**src/rtl/input_map_pkg.sv**
```systemverilog
// Shared types and constants for the arcade control-input front end:
// control-index layout, keymap entry format and the built-in default keymap.
package input_map_pkg;

  localparam int CTRL_STRIDE = 8;
  localparam logic [5:0] CTRL_U    = 6'd0;
  localparam logic [5:0] CTRL_D    = 6'd1;
  localparam logic [5:0] CTRL_L    = 6'd2;
  localparam logic [5:0] CTRL_R    = 6'd3;
  localparam logic [5:0] CTRL_BTN0 = 6'd4;
  localparam logic [5:0] CTRL_BTN1 = 6'd5;
  localparam logic [5:0] CTRL_BTN2 = 6'd6;
  localparam logic [5:0] CTRL_BTN3 = 6'd7;

  localparam int COIN_W = 20;
  localparam int AF_W   = 22;

  typedef struct packed {
    logic       valid;
    logic       ext;
    logic [5:0] idx;
  } km_entry_t;

  // Bit order matches ps2_key[9:0] so a straight cast captures an event.
  typedef struct packed {
    logic       pressed;
    logic       ext;
    logic [7:0] code;
  } key_event_t;

  typedef enum logic [1:0] {ST_IDLE, ST_SCAN, ST_APPLY} scan_state_e;

  // Default targets are stored by group so they can be placed for any NUM_PLAYERS.
  typedef enum logic [1:0] {GRP_P0, GRP_START, GRP_COIN, GRP_SYS} dflt_grp_e;

  typedef struct packed {
    logic [7:0] code;
    logic       ext;
    dflt_grp_e  grp;
    logic [2:0] sub;
  } dflt_entry_t;

  localparam int DEFAULT_N = 12;
  localparam dflt_entry_t DEFAULT_MAP [DEFAULT_N] = '{
    '{8'h16, 1'b0, GRP_START, 3'd0},
    '{8'h1E, 1'b0, GRP_START, 3'd1},
    '{8'h2E, 1'b0, GRP_COIN,  3'd0},
    '{8'h36, 1'b0, GRP_COIN,  3'd1},
    '{8'h75, 1'b1, GRP_P0,    3'd0},
    '{8'h72, 1'b1, GRP_P0,    3'd1},
    '{8'h6B, 1'b1, GRP_P0,    3'd2},
    '{8'h74, 1'b1, GRP_P0,    3'd3},
    '{8'h14, 1'b0, GRP_P0,    3'd4},
    '{8'h11, 1'b0, GRP_P0,    3'd5},
    '{8'h46, 1'b0, GRP_SYS,   3'd0},
    '{8'h4D, 1'b0, GRP_SYS,   3'd1}
  };

endpackage

```
**src/rtl/input_pulse_shaper.sv**
```systemverilog
// Per-player output shaping: coin-pulse stretcher (down-counter reloaded on
// each rising coin edge) and autofire gating of the fire buttons.
module input_pulse_shaper
  import input_map_pkg::*;
#(
  parameter int              NUM_BUTTONS = 2,
  parameter logic [COIN_W-1:0] COIN_PULSE = 20'd491520
) (
  input  logic                   clk_49m,
  input  logic                   reset,
  input  logic                   coin_in,
  input  logic [NUM_BUTTONS-1:0] btn_in,
  input  logic [NUM_BUTTONS-1:0] autofire_en,
  input  logic                   af_phase,
  output logic                   coin_out,
  output logic [NUM_BUTTONS-1:0] btn_out
);

  logic                   coin_prev_q, coin_prev_d;
  logic [COIN_W-1:0]      coin_cnt_q, coin_cnt_d;
  logic                   coin_out_q, coin_out_d;
  logic [NUM_BUTTONS-1:0] btn_out_q, btn_out_d;

  always_comb begin
    coin_prev_d = coin_in;
    coin_cnt_d  = coin_cnt_q;
    if (coin_in && !coin_prev_q) begin
      coin_cnt_d = COIN_PULSE;
    end else if (coin_cnt_q != '0) begin
      coin_cnt_d = coin_cnt_q - 1'b1;
    end
    coin_out_d = coin_in | (coin_cnt_q != '0);
    btn_out_d  = btn_in & (~autofire_en | {NUM_BUTTONS{af_phase}});
  end

  always_ff @(posedge clk_49m or negedge reset) begin
    if (!reset) begin
      coin_prev_q <= 1'b0;
      coin_cnt_q  <= '0;
      coin_out_q  <= 1'b0;
      btn_out_q   <= '0;
    end else begin
      coin_prev_q <= coin_prev_d;
      coin_cnt_q  <= coin_cnt_d;
      coin_out_q  <= coin_out_d;
      btn_out_q   <= btn_out_d;
    end
  end

  assign coin_out = coin_out_q;
  assign btn_out  = btn_out_q;

endmodule

```
**src/rtl/arcade_input_mapper.sv**
```systemverilog
// Arcade control-input front end: PS/2 keymap scan (loadable via ioctl, with a
// built-in default), joystick merge, coin stretch and autofire.
//
// state    | meaning
// ST_IDLE  | waiting for a ps2_key toggle
// ST_SCAN  | visiting one keymap entry per cycle, accumulating the hit mask
// ST_APPLY | writing the pressed flag into every hit key-state bit
module arcade_input_mapper
  import input_map_pkg::*;
#(
  parameter int                NUM_PLAYERS  = 2,
  parameter int                NUM_BUTTONS  = 2,
  parameter int                KEYMAP_DEPTH = 32,
  parameter logic [7:0]        KEYMAP_INDEX = 8'd3,
  parameter logic [COIN_W-1:0] COIN_PULSE   = 20'd491520,
  parameter logic [AF_W-1:0]   AUTOFIRE_DIV = 22'd1638400
) (
  input  logic                               clk_49m,
  input  logic                               reset,
  input  logic [10:0]                        ps2_key,
  input  logic [16*NUM_PLAYERS-1:0]          joy_in,
  input  logic                               ioctl_wr,
  input  logic [7:0]                         ioctl_index,
  input  logic [24:0]                        ioctl_addr,
  input  logic [7:0]                         ioctl_dout,
  input  logic [NUM_BUTTONS-1:0]             autofire_en,
  output logic [4*NUM_PLAYERS-1:0]           p_dir,
  output logic [NUM_BUTTONS*NUM_PLAYERS-1:0] p_btn,
  output logic [NUM_PLAYERS-1:0]             p_start,
  output logic [NUM_PLAYERS-1:0]             p_coin,
  output logic                               service,
  output logic                               pause,
  output logic                               map_loaded,
  output logic                               scan_busy
);

  localparam int NP      = NUM_PLAYERS;
  localparam int NB      = NUM_BUTTONS;
  localparam int AW      = $clog2(KEYMAP_DEPTH);
  localparam int DIR_O   = 0;
  localparam int BTN_O   = 4*NP;
  localparam int START_O = BTN_O + NB*NP;
  localparam int COIN_O  = START_O + NP;
  localparam int SVC_O   = COIN_O + NP;
  localparam int PAUSE_O = SVC_O + 1;
  localparam int CW      = PAUSE_O + 1;

  function automatic logic [CW-1:0] ctrl_onehot(input logic [5:0] idx);
    logic [CW-1:0] v;
    v = '0;
    for (int p = 0; p < NP; p++) begin
      if (idx == 6'(CTRL_STRIDE*p) + CTRL_U) v[DIR_O+4*p+3] = 1'b1;
      if (idx == 6'(CTRL_STRIDE*p) + CTRL_D) v[DIR_O+4*p+2] = 1'b1;
      if (idx == 6'(CTRL_STRIDE*p) + CTRL_L) v[DIR_O+4*p+1] = 1'b1;
      if (idx == 6'(CTRL_STRIDE*p) + CTRL_R) v[DIR_O+4*p]   = 1'b1;
      for (int b = 0; b < NB; b++)
        if (idx == 6'(CTRL_STRIDE*p + b) + CTRL_BTN0) v[BTN_O+NB*p+b] = 1'b1;
      if (idx == 6'(8*NP + p)) v[COIN_O+p]  = 1'b1;
      if (idx == 6'(9*NP + p)) v[START_O+p] = 1'b1;
    end
    if (idx == 6'(10*NP))     v[SVC_O]   = 1'b1;
    if (idx == 6'(10*NP + 1)) v[PAUSE_O] = 1'b1;
    return v;
  endfunction

  // start/coin defaults beyond NUM_PLAYERS would alias service/pause, so drop them.
  function automatic km_entry_t dflt_entry(input dflt_entry_t d);
    km_entry_t e;
    e.valid = 1'b1;
    e.ext   = d.ext;
    e.idx   = {3'b000, d.sub};
    case (d.grp)
      GRP_P0:    e.idx = {3'b000, d.sub};
      GRP_START: begin e.idx = 6'(9*NP) + {3'b000, d.sub}; e.valid = int'(d.sub) < NP; end
      GRP_COIN:  begin e.idx = 6'(8*NP) + {3'b000, d.sub}; e.valid = int'(d.sub) < NP; end
      GRP_SYS:   e.idx = 6'(10*NP) + {3'b000, d.sub};
    endcase
    return e;
  endfunction

  scan_state_e state_q, state_d;
  logic [AW-1:0] scan_idx_q, scan_idx_d;
  logic [CW-1:0] hit_q, hit_d, key_state_q, key_state_d;
  key_event_t    ev_q, ev_d, pend_q, pend_d, new_ev;
  logic          pend_vld_q, pend_vld_d, tog_q, tog_d, armed_q, armed_d;
  logic          busy_q, busy_d, loaded_q, loaded_d;
  logic [KEYMAP_DEPTH-1:0][7:0] tbl_code_q, tbl_code_d;
  km_entry_t [KEYMAP_DEPTH-1:0] tbl_ent_q, tbl_ent_d;
  logic          toggle, wr_ok;
  logic [7:0]    cur_code;
  km_entry_t     cur_ent;

  logic [CW-1:0]    joy_ctrl, merged;
  logic             unused_joy, any_af;
  logic [4*NP-1:0]  dir_q, dir_d;
  logic [NP-1:0]    start_q, start_d;
  logic             svc_q, svc_d, pause_q, pause_d;
  logic [AF_W-1:0]  af_cnt_q, af_cnt_d;
  logic             af_phase_q, af_phase_d;

  always_comb begin
    wr_ok      = ioctl_wr && (ioctl_index == KEYMAP_INDEX) && (ioctl_addr < 25'(2*KEYMAP_DEPTH));
    tbl_code_d = tbl_code_q;
    tbl_ent_d  = tbl_ent_q;
    loaded_d   = loaded_q | wr_ok;
    if (wr_ok) begin
      if (ioctl_addr[0]) tbl_ent_d[ioctl_addr[AW:1]]  = km_entry_t'(ioctl_dout);
      else               tbl_code_d[ioctl_addr[AW:1]] = ioctl_dout;
    end
  end

  // With KEYMAP_DEPTH below DEFAULT_N only the leading defaults are reachable.
  always_comb begin
    cur_code = '0;
    cur_ent  = '0;
    if (loaded_q) begin
      cur_code = tbl_code_q[scan_idx_q];
      cur_ent  = tbl_ent_q[scan_idx_q];
    end else begin
      for (int i = 0; i < DEFAULT_N; i++) begin
        if (int'(scan_idx_q) == i) begin
          cur_code = DEFAULT_MAP[i].code;
          cur_ent  = dflt_entry(DEFAULT_MAP[i]);
        end
      end
    end
  end

  always_comb begin
    state_d     = state_q;
    scan_idx_d  = scan_idx_q;
    hit_d       = hit_q;
    key_state_d = key_state_q;
    ev_d        = ev_q;
    pend_d      = pend_q;
    pend_vld_d  = pend_vld_q;
    tog_d       = ps2_key[10];
    armed_d     = 1'b1;
    new_ev      = key_event_t'(ps2_key[9:0]);
    toggle      = armed_q && (ps2_key[10] != tog_q);
    case (state_q)
      ST_IDLE: begin
        if (toggle) begin
          ev_d       = new_ev;
          hit_d      = '0;
          scan_idx_d = '0;
          state_d    = ST_SCAN;
        end
      end
      ST_SCAN: begin
        if (toggle) begin
          pend_d     = new_ev;
          pend_vld_d = 1'b1;
        end
        if (cur_ent.valid && cur_ent.ext == ev_q.ext && cur_code == ev_q.code)
          hit_d = hit_q | ctrl_onehot(cur_ent.idx);
        if (scan_idx_q == AW'(KEYMAP_DEPTH-1)) state_d = ST_APPLY;
        else scan_idx_d = scan_idx_q + 1'b1;
      end
      ST_APPLY: begin
        key_state_d = ev_q.pressed ? (key_state_q | hit_q) : (key_state_q & ~hit_q);
        pend_vld_d  = 1'b0;
        hit_d       = '0;
        scan_idx_d  = '0;
        if (toggle || pend_vld_q) begin
          ev_d    = toggle ? new_ev : pend_q;
          state_d = ST_SCAN;
        end else begin
          state_d = ST_IDLE;
        end
      end
      default: state_d = ST_IDLE;
    endcase
    busy_d = (state_d != ST_IDLE);
  end

  always_comb begin
    joy_ctrl   = '0;
    unused_joy = 1'b0;
    any_af     = 1'b0;
    for (int p = 0; p < NP; p++) begin
      joy_ctrl[DIR_O+4*p +: 4]   = joy_in[16*p +: 4];
      joy_ctrl[BTN_O+NB*p +: NB] = joy_in[16*p+4 +: NB];
      joy_ctrl[START_O+p]        = joy_in[16*p+4+NB];
      joy_ctrl[COIN_O+p]         = joy_in[16*p+5+NB];
      joy_ctrl[PAUSE_O]          = joy_ctrl[PAUSE_O] | joy_in[16*p+6+NB];
      for (int b = 7+NB; b < 16; b++) unused_joy = unused_joy ^ joy_in[16*p+b];
    end
    merged = key_state_q | joy_ctrl;
    for (int p = 0; p < NP; p++)
      any_af = any_af | (|(merged[BTN_O+NB*p +: NB] & autofire_en));
    dir_d   = merged[DIR_O +: 4*NP];
    start_d = merged[START_O +: NP];
    svc_d   = merged[SVC_O];
    pause_d = merged[PAUSE_O];
    if (!any_af) begin
      af_cnt_d   = '0;
      af_phase_d = 1'b1;
    end else if (af_cnt_q == AUTOFIRE_DIV - 1'b1) begin
      af_cnt_d   = '0;
      af_phase_d = ~af_phase_q;
    end else begin
      af_cnt_d   = af_cnt_q + 1'b1;
      af_phase_d = af_phase_q;
    end
  end

  always_ff @(posedge clk_49m or negedge reset) begin
    if (!reset) begin
      state_q     <= ST_IDLE;
      scan_idx_q  <= '0;
      hit_q       <= '0;
      key_state_q <= '0;
      ev_q        <= '0;
      pend_q      <= '0;
      pend_vld_q  <= 1'b0;
      tog_q       <= 1'b0;
      armed_q     <= 1'b0;
      busy_q      <= 1'b0;
      loaded_q    <= 1'b0;
      tbl_code_q  <= '0;
      tbl_ent_q   <= '0;
      dir_q       <= '0;
      start_q     <= '0;
      svc_q       <= 1'b0;
      pause_q     <= 1'b0;
      af_cnt_q    <= '0;
      af_phase_q  <= 1'b1;
    end else begin
      state_q     <= state_d;
      scan_idx_q  <= scan_idx_d;
      hit_q       <= hit_d;
      key_state_q <= key_state_d;
      ev_q        <= ev_d;
      pend_q      <= pend_d;
      pend_vld_q  <= pend_vld_d;
      tog_q       <= tog_d;
      armed_q     <= armed_d;
      busy_q      <= busy_d;
      loaded_q    <= loaded_d;
      tbl_code_q  <= tbl_code_d;
      tbl_ent_q   <= tbl_ent_d;
      dir_q       <= dir_d;
      start_q     <= start_d;
      svc_q       <= svc_d;
      pause_q     <= pause_d;
      af_cnt_q    <= af_cnt_d;
      af_phase_q  <= af_phase_d;
    end
  end

  for (genvar p = 0; p < NP; p++) begin : g_player
    input_pulse_shaper #(
      .NUM_BUTTONS (NB),
      .COIN_PULSE  (COIN_PULSE)
    ) u_shaper (
      .clk_49m     (clk_49m),
      .reset       (reset),
      .coin_in     (merged[COIN_O+p]),
      .btn_in      (merged[BTN_O+NB*p +: NB]),
      .autofire_en (autofire_en),
      .af_phase    (af_phase_q),
      .coin_out    (p_coin[p]),
      .btn_out     (p_btn[NB*p +: NB])
    );
  end

  assign p_dir      = dir_q;
  assign p_start    = start_q;
  assign service    = svc_q;
  assign pause      = pause_q;
  assign map_loaded = loaded_q;
  assign scan_busy  = busy_q;

endmodule

```
**config.mk**
```make
export PLATFORM = sky130hd
export DESIGN_NAME = arcade_input_mapper
export DESIGN_NICKNAME = d
export VERILOG_FILES = /design/src/rtl/input_map_pkg.sv /design/src/rtl/input_pulse_shaper.sv /design/src/rtl/arcade_input_mapper.sv
export SDC_FILE = /design/constraint.sdc
export NUM_CORES = 1
export LEC_CHECK = 0
export ABC_CLOCK_PERIOD_IN_PS = 5800
export CELL_PAD_IN_SITES_DETAIL_PLACEMENT = 2
export CELL_PAD_IN_SITES_GLOBAL_PLACEMENT = 2
export CORE_MARGIN = 2
export CORE_UTILIZATION = 46
export CTS_BUF_LIST = sky130_fd_sc_hd__clkbuf_4 sky130_fd_sc_hd__clkbuf_8
export DETAILED_ROUTE_END_ITERATION = 7
export GPL_ROUTABILITY_DRIVEN = 1
export PLACE_DENSITY = 0.82
export SETUP_SLACK_MARGIN = 0.05
export SYNTH_ARGS = -nofsm -noshare
export SYNTH_HDL_FRONTEND = slang
export SYNTH_SLANG_ARGS = --single-unit
```
**constraint.sdc**
```tcl
create_clock -name clk_49m -period 5.8 [get_ports clk_49m]
set_clock_uncertainty 0.05 [all_clocks]
set_input_delay 1.45 -clock clk_49m [delete_from_list [all_inputs] [get_ports clk_49m]]
set_output_delay 1.45 -clock clk_49m [all_outputs]
set_load 0.01 [all_outputs]
```
==> metrics.txt, run 1 <==
outcome=completed; number of port buffers=94; commonest cells after routing, fill and taps aside=dfrtp_1 (658), mux2_2 (549), nand2_1 (188); Core ar.=between 0.06 and 0.07 mm²; largest fanout on the critical path=44; Total Nets Final=2527; R2R depth=8; first-pass GRT wire length=153000 µm; Mean Syn Cell Area=13.4 µm²; Crit. End Element=flop; # H-tree levels=3; mapped cell area=0.0310 mm²; Max Transition Viols Final=0; Hold/Removal Path Class=reg2reg; post-cts sizing count=0; Root Buffer=clkbuf_8; worst skew pair latency=between 0.7 and 0.8 ns; fill count=between 6000 and 7000; Syn. warnings=0; FP Rows=95; vias in the first global route=23816; Detailed Route WL=99700 µm; Setup CP Type=reg2reg; Hold Crit Endpoint=service; Reg-to-Reg Start=scan_idx_q[1]; setup TNS=0 ns; Slew headroom=0.0994; EDFF count, synth=0; area leader, netlist=dfrtp_1; Tcrit/Tclk final=0.844; Worst Max-Slew Pin Slew=1.35 ns; top-area cell type share of the netlist area=0.535; Clock Sinks=about 660; Vias=approximately 21000; Finish-stage setup viols=0; post-CTS setup repair buffer count=0; maximum root-to-sink buffer count=3; Die Y=between 200 and 300 µm; drt first pass iters=4; die area=0.0694 mm²; WL per Instance=29.5 µm; Clock transition at path regs=0.06 ns; R2R Path End=hit_q[0]; RSZ-0062 raised after global routing=no; main flop type after synthesis=dfrtp_1; grt ovf=0; Final Hold Vio Count=0; Max Clock Freq=0.204 GHz; Pwr Density=approximately 290 mW/mm²; commonest non-fill, non-tap cell in the layout=dfrtp_1; register area=0.0166 mm²; R2R Setup Slk=0.90 ns; Yosys reg bits=663; DRC Markers=0; Critical Path Source Type=flop; Die Wd=263 µm; placed instance area=0.0327 mm²; Arrival @ worst endpoint=5.44 ns; area of the multi-input gates=0.0135 mm²; Routed Antenna Nets=0; number of buffers created by CTS=~110; ys async rst share=1.00; CTS tree=done; Leak=17.3 nW; fin worst setup slack=0.902 ns; dpl cells=3188; layout cell share with drive strength beyond 1=0.361; detailed placement HPWL=61700 µm; post-synth cell types=74; 1st-iter DRT viols=roughly 1200; Critical Path RT=approximately 6.4 ns; CTS hold repair buffers=0; Mapped Cells=2318; fin cells=between 3000 and 4000; largest net degree at the start of global routing=114; initial core utilization=0.463; crit path time final=4.90 ns; GPL Wtd Cong=0.800; top post-synthesis cells by area=dfrtp_1 (54%), mux2_2 (20%), mux4_2 (4.5%); pre-CTS setup slack=1.04 ns; num ports=109; DR vias/cell=around 6.1; syn nets=2415; gr usage total=0.291; initial antenna violation count=1; design area=0.0350 mm²; Syn-to-layout area delta=13.2%; sequential share of the synthesized area=0.536; maximum vdd drop=roughly 0.16 mV; Max Cap Viol=0; worst hold path depth=0
## cells by family after synthesis
| logic type | share of synthesized area |
|---|---|
| other cells | 0.000121 |
| simple gates | 0.0787 |
| mux | 0.301 |
| compound gates | 0.0402 |
| flops | 0.536 |
| xor+xnor | 0.0139 |
| fa+ha+maj | 0.00323 |
| buf+inv | 0.0270 |
## synthesized netlist by cell type (4+ instances only)
| cell type | instances |
|---|---|
| a211oi_1 | 9 |
| a21oi_1 | 25 |
| a221oi_1 | 4 |
| a22oi_1 | 36 |
| and2_1 | 11 |
| and3_1 | 8 |
| and3b_1 | 5 |
| buf_1 | 11 |
| buf_2 | 21 |
| buf_4 | 11 |
| buf_6 | 10 |
| clkbuf_1 | 90 |
| dfrtp_1 | 662 |
| ha_1 | 8 |
| inv_1 | 18 |
| mux2_2 | 549 |
| mux2i_1 | 118 |
| mux4_1 | 21 |
| mux4_2 | 62 |
| nand2_1 | 188 |
| nand2b_1 | 14 |
| nand3_1 | 38 |
| nand3b_1 | 6 |
| nand4_1 | 8 |
| nor2_1 | 90 |
| nor2b_1 | 23 |
| nor3_1 | 30 |
| nor3b_1 | 11 |
| nor4_1 | 15 |
| o211ai_1 | 4 |
| o21ai_0 | 29 |
| o21ai_1 | 12 |
| o22ai_1 | 9 |
| o31ai_1 | 5 |
| o31ai_2 | 4 |
| o32ai_1 | 4 |
| or2_2 | 18 |
| or3_1 | 20 |
| or4_1 | 7 |
| xnor2_1 | 22 |
| xor2_1 | 27 |
## cell type report
| cell class | count | share of cell area |
|---|---|---|
| antenna | 1 | 0.0000714 |
| clock buffer | 182 | 0.0640 |
| clock inverter | 13 | 0.00353 |
| inverter | 18 | 0.00193 |
| multi-input combinational | 1489 | 0.387 |
| sequential | 663 | 0.474 |
| tap | 873 | 0.0312 |
| timing repair buffer | 145 | 0.0389 |
## power by group
part	total [mW]	switching, mW	internal (mW)
combinational	0.679	0.430	0.249
sequential	4.90	0.141	4.76
clock	4.49	1.98	2.51
total	10.1	2.56	7.52
## through the flow
step	utilization	power (mW)	hold WS, ns
2_1_floorplan	-	5.30	0.299
6_report	0.524	10.1	0.327
4_1_cts	0.524	10.2	0.332
3_3_place_gp	0.488	5.57	0.310
5_1_grt	0.524	10.5	0.359
3_5_place_dp	0.488	5.65	0.319
## flip-flops by register name, indices dropped and copies added, names as in the netlist, 4 cells and up, named ones only
signal,cells
af_cnt_q,22
ev_q,10
g_player.u_shaper.btn_out,4
g_player.u_shaper.coin_cnt_q,40
hit_q,18
p_dir,8
pend_q,10
scan_idx_q,5
tbl_code_q,256
tbl_ent_q,256
## layer usage
| layer | track usage | wire (µm) | vias up |
|---|---|---|---|
| li1 | - | - | 8642 |
| met1 | 0.365 | 41100 | 11100 |
| met2 | 0.499 | 50100 | 589 |
| met3 | 0.0553 | 5100 | 215 |
| met4 | 0.112 | 3450 | 0 |
| met5 | 0 | 0 | - |
## worst max path at each step
| stage | slack, ns | end | from |
|---|---|---|---|
| global route | 0.68 | hit_q[12] | scan_idx_q[1] |
| floorplan | 1.52 | hit_q[3] | scan_idx_q[1] |
| finish | 0.90 | hit_q[0] | scan_idx_q[1] |
| detailed placement | 1.04 | hit_q[0] | scan_idx_q[1] |
| CTS | 0.98 | hit_q[12] | scan_idx_q[1] |
| global placement | 1.22 | hit_q[1] | scan_idx_q[1] |
## critical path, stage by stage (launching register included)
cell and delay [ns]:
dfrtp_4 1.00, buf_4 0.53, mux4_1 0.36, mux2i_1 0.20
o311ai_0 0.89, mux2_2 0.30, o2111ai_1 0.10, or4_1 0.89
o31ai_2 0.41
No activity file was read; power rests on OpenSTA's default activity.
==> inputs of run 2 (changes only) <==
ABC_CLOCK_PERIOD_IN_PS = 4960   (was 5800)
clock period = 4.96 ns   (was 5.8 ns; I/O delays follow)
==> run 2 against run 1 <==
Sequential share of layout area down 0.48 points. Critical path depth unchanged. Sequential power up 17%. Highest routed layer unchanged. First-iteration DRC count up 18%. Maximum frequency up 2.5%. Wire length up 9.2%. Final cell count up 0.98%.
==> metrics.txt, run 2 (same netlist as run 1, synthesis figures left out) <==
outcome=completed; Reg-to-Reg Start=scan_idx_q[2]; die area=0.0694 mm²; Max Cap Viol=0; crit path time final=around 4.8 ns; drt first pass iters=5; # H-tree levels=3; Core ar.=0.0669 mm²; number of buffers created by CTS=114; post-CTS setup repair buffer count=0; initial antenna violation count=1; number of port buffers=94; post-cts sizing count=0; Worst Max-Slew Pin Slew=1.25 ns; num ports=109; DR vias/cell=6.25; Tcrit/Tclk final=0.964; Vias=21369; gr usage total=0.318; Syn-to-layout area delta=14.4%; CTS hold repair buffers=0; 1st-iter DRT viols=1457; Total Nets Final=2551; Slew headroom=0.166; WL per Instance=31.9 µm; largest net degree at the start of global routing=between 100 and 150; Die Y=263 µm; Routed Antenna Nets=0; fin cells=3417; commonest non-fill, non-tap cell in the layout=dfrtp_1; DRC Markers=0; Clock transition at path regs=0.07 ns; fill count=6148; Max Clock Freq=0.209 GHz; Setup CP Type=reg2reg; first-pass GRT wire length=roughly 170000 µm; GPL Wtd Cong=between 0.8 and 0.9; maximum root-to-sink buffer count=3; largest fanout on the critical path=24; Root Buffer=clkbuf_8; Clock Sinks=663; Die Wd=263 µm; Max Transition Viols Final=0; Final Hold Vio Count=0; vias in the first global route=approximately 25000; FP Rows=95; layout cell share with drive strength beyond 1=0.368; Hold/Removal Path Class=reg2reg; grt ovf=0; dpl cells=3211; Critical Path RT=around 5.5 ns; worst skew pair latency=0.77 ns; Critical Path Source Type=flop; Finish-stage setup viols=0; detailed placement HPWL=64800 µm; area of the multi-input gates=0.0135 mm²; register area=roughly 0.017 mm²; Arrival @ worst endpoint=5.35 ns; Crit. End Element=flop; maximum vdd drop=0.164 mV; commonest cells after routing, fill and taps aside=dfrtp_1 (658), mux2_2 (549), nand2_1 (188); Detailed Route WL=109000 µm; Crit. Startpoint=scan_idx_q[2]; initial core utilization=0.463; top flop regs=tbl_code_q x256, tbl_ent_q x256, g_player.u_shaper.coin_cnt_q x40; RSZ-0062 raised after global routing=no; Leak=17.5 nW; Pwr Density=342 mW/mm²; CTS tree=done; setup TNS=0 ns
[run 2: changes by cell type in the layout (fill, tap and decap cells not counted), sizes merged]
cell and change:
bufinv +1, clkbuf -4, clkinv +8, inv +4, diode +1, buf +23
[run 2: worst max-delay path, stage by stage, from the launching register on]
cell      delay (ns)
dfrtp_2         0.80
nor2b_2         1.02
a22oi_1         0.21
a21oi_1         0.42
a211oi_1        0.16
mux2_2          0.36
a2111o_1        0.32
or4_1           0.85
o31ai_1         0.42
[run 2: path summary, 6_finish.rpt]
check	to	slack, ns	cells past startpoint
worst max-delay path	hit_q[17]	0.18	8
worst min-delay path	service	0.35	0
worst max register to register	hit_q[17]	0.18	8
worst min register to register	service	0.35	0
max in group asynchronous	tbl_ent_q[141]	3.18	2
min in group asynchronous	g_player[0].u_shaper.coin_cnt_q[12]	0.54	1
[run 2: final cells by class]
| type | instances | share of cell area |
|---|---|---|
| Clock inverter | 26 | 0.00675 |
| Timing Repair Buffer | 168 | 0.0445 |
| Sequential cell | 663 | 0.469 |
| Tap cell | 873 | 0.0309 |
| Antenna cell | 2 | 0.000141 |
| Clock buffer | 178 | 0.0644 |
| Inverter | 18 | 0.00191 |
| Multi-Input combinational cell | 1489 | 0.382 |
[run 2: stage by stage]
stage / area [µm²] / util / hold WS, ns / total power [mW] / setup WS [ns]
6_report: 35400 / 0.529 / 0.352 / 12.1 / 0.181
5_1_grt: 35400 / 0.529 / 0.349 / 12.5 / 0.105
4_1_cts: 35400 / 0.529 / 0.354 / 12.2 / 0.315
3_5_place_dp: 32900 / 0.491 / 0.338 / 6.61 / 0.489
3_3_place_gp: 32900 / 0.491 / 0.310 / 6.52 / 0.703
2_1_floorplan: 31000 / - / 0.299 / 6.20 / 0.684
[run 2: power breakdown]
part	internal, mW	leakage [nW]	switching, mW
Sequential	5.56	9.07	0.165
Combinational	0.294	7.11	0.505
Clock	3.08	1.34	2.49
[run 2: layer usage]
metal,vias up,part of all wire,GRT usage
met2,838,0.50,0.546
met3,308,0.056,0.0505
met4,0,0.046,0.148
li1,8715,-,-
met5,-,0,0
met1,11508,0.40,0.397
==> inputs of run 3 (changes only) <==
CORE_UTILIZATION = 35   (was 46)
GPL_TIMING_DRIVEN = 0   (was unset)
PLACE_DENSITY = 0.65   (was 0.82)
==> run 3 against run 2 <==
Combinational power hardly changed. Sequential power barely moved. Die area grew 31%. Cell area is 2.0% higher. First-iteration DRC count shrank 24%. Sequential cell count unchanged. Clock power about the same. Sequential share of layout area fell by 0.96 points. Final cell count up 11%. Critical path type unchanged.
==> metrics.txt, run 3 (same netlist as run 1, synthesis figures left out) <==
DR vias/cell=approximately 5.5; Leak=17.6 nW; 1st-iter DRT viols=1113; CP top delay family=buffers and inverters; fill count=8778; worst skew pair latency=just under 0.8 ns; commonest cells after routing, fill and taps aside=dfrtp_1 (662), mux2_2 (549), nand2_1 (188); drt first pass iters=5; Crit. Startpoint=scan_idx_q[4]; Reg-to-Reg Start=scan_idx_q[4]; Hold/Removal Path Class=reg2reg; setup TNS=0 ns; CTS tree=done; DRC Markers=0; largest fanout on the critical path=10; first-pass GRT wire length=159000 µm; Clock transition at path regs=0.06 ns; Core ar.=0.0880 mm²; crit path time final=a little under 5 ns; Final Hold Vio Count=0; number of buffers created by CTS=116; # H-tree levels=3; top flop regs=tbl_code_q x256, tbl_ent_q x256, g_player.u_shaper.coin_cnt_q x40; Setup CP Type=reg2reg; Slew headroom=0.0150; Syn-to-layout area delta=16.7%; CTS hold repair buffers=0; Critical Path Source Type=flop; num ports=109; Worst Max-Slew Pin Slew=between 1 and 1.5 ns; Pwr Density=334 mW/mm²; gr usage total=0.238; clock network power share=0.460; Die Wd=301 µm; CP peak stage delay=~1.1 ns; Tcrit/Tclk final=0.982; Max Cap Viol=0; maximum root-to-sink buffer count=3; largest net degree at the start of global routing=120; area of the multi-input gates=0.0136 mm²; Worst path slowest cell=buf_1; sw frac=0.250; Net Sw Power=3.01 mW; number of port buffers=85; grt ovf=0; Combinational Power Share=0.067; design area=0.0361 mm²; Seq pwr share=0.473; final hold slack=0.317 ns; placed instance area=0.0335 mm²; register area=0.0166 mm²; CP Cell Sequence=clkbuf_1 -> buf_1 -> a211oi_1 -> a311oi_2 -> mux2i_1 -> nand4b_1 -> or4_1 -> buf_2 -> buf_2 -> o21ai_1; Max Transition Viols Final=0; vias in the first global route=23739; detailed placement HPWL=74200 µm; Crit. End Element=flop; Finish-stage setup viols=0; WL per Instance=28.1 µm; maximum vdd drop=around 0.2 mV; Worst Path Buf+Inv=4; Finished Core Util=0.411; outcome=completed; die area=around 0.091 mm²; FP Rows=109; Detailed Route WL=106000 µm; pre-CTS setup slack=-1.11 ns; layout cell share with drive strength beyond 1=0.350; Root Buffer=clkbuf_8; initial antenna violation count=2; RSZ-0062 raised after global routing=no; Max Clock Freq=0.205 GHz; dpl cells=roughly 3600; met2 Resource Use GR=0.399; internal power=approximately 9.0 mW; GPL Wtd Cong=around 0.84; met3 Track Usage GR=0.0330; busiest grt layer=met2; initial core utilization=0.352; Arrival @ worst endpoint=5.49 ns; fin worst setup slack=0.0873 ns; Die Y=301 µm; Critical Path RT=5.58 ns; commonest non-fill, non-tap cell in the layout=dfrtp_1; Clock Sinks=663; power after layout=12.1 mW; Vias=20746; Crit path top cell by count=buf_2; fin cells=3782; Routed Antenna Nets=0; GR met1 Demand/Resource=0.316; Total Nets Final=2624
[run 3: cell types whose count changed in the layout (fill, tap and decap cells not counted), sizes merged, moves of 3 or more]
cell / previous run / this run
clkbuf: 178 / 274
buf: 83 / 69
inv: 23 / 19
clkinv: 16 / 13
[run 3: power groups by stage]
stage	Sequential, mW	Combinational [mW]	Clock, mW
after floorplan	5.76	0.438	0
after CTS	5.71	0.826	5.72
final	5.70	0.802	5.55
after detailed placement	5.80	0.819	0
after global placement	5.80	0.747	0
after global routing	5.73	0.914	5.95
[run 3: final cells by class]
cell class                      instances  area share
Antenna cell                            1   0.0000693
Buffer                                145      0.0223
Clock buffer                          189      0.0661
Clock inverter                         18     0.00506
Inverter                               18     0.00187
Multi-Input combinational cell       1489       0.376
Sequential cell                       663       0.459
Tap cell                             1165      0.0404
Timing Repair Buffer                   94      0.0288
[run 3: per-layer routing]
layer,vias to the layer above,wire [µm]
met5,-,0
met4,0,3470
met3,184,4210
met2,454,51700
met1,11258,46900
li1,8850,-
[run 3: what timing repair did]
action	CTS	global route
resized for setup	20	11
endpoints found under the setup margin	18	18
pin swaps	1	0
gates cloned	0	0
buffers inserted	1	0
[run 3: worst paths after layout]
check / cells past startpoint / slack [ns] / endpoint
max in group asynchronous: 4 / 2.71 / tbl_ent_q[92]
min: 0 / 0.32 / service
max: 10 / 0.09 / hit_q[4]
min in group asynchronous: 1 / 0.35 / tbl_code_q[226]
min reg2reg: 0 / 0.32 / service
max reg2reg: 10 / 0.09 / hit_q[4]
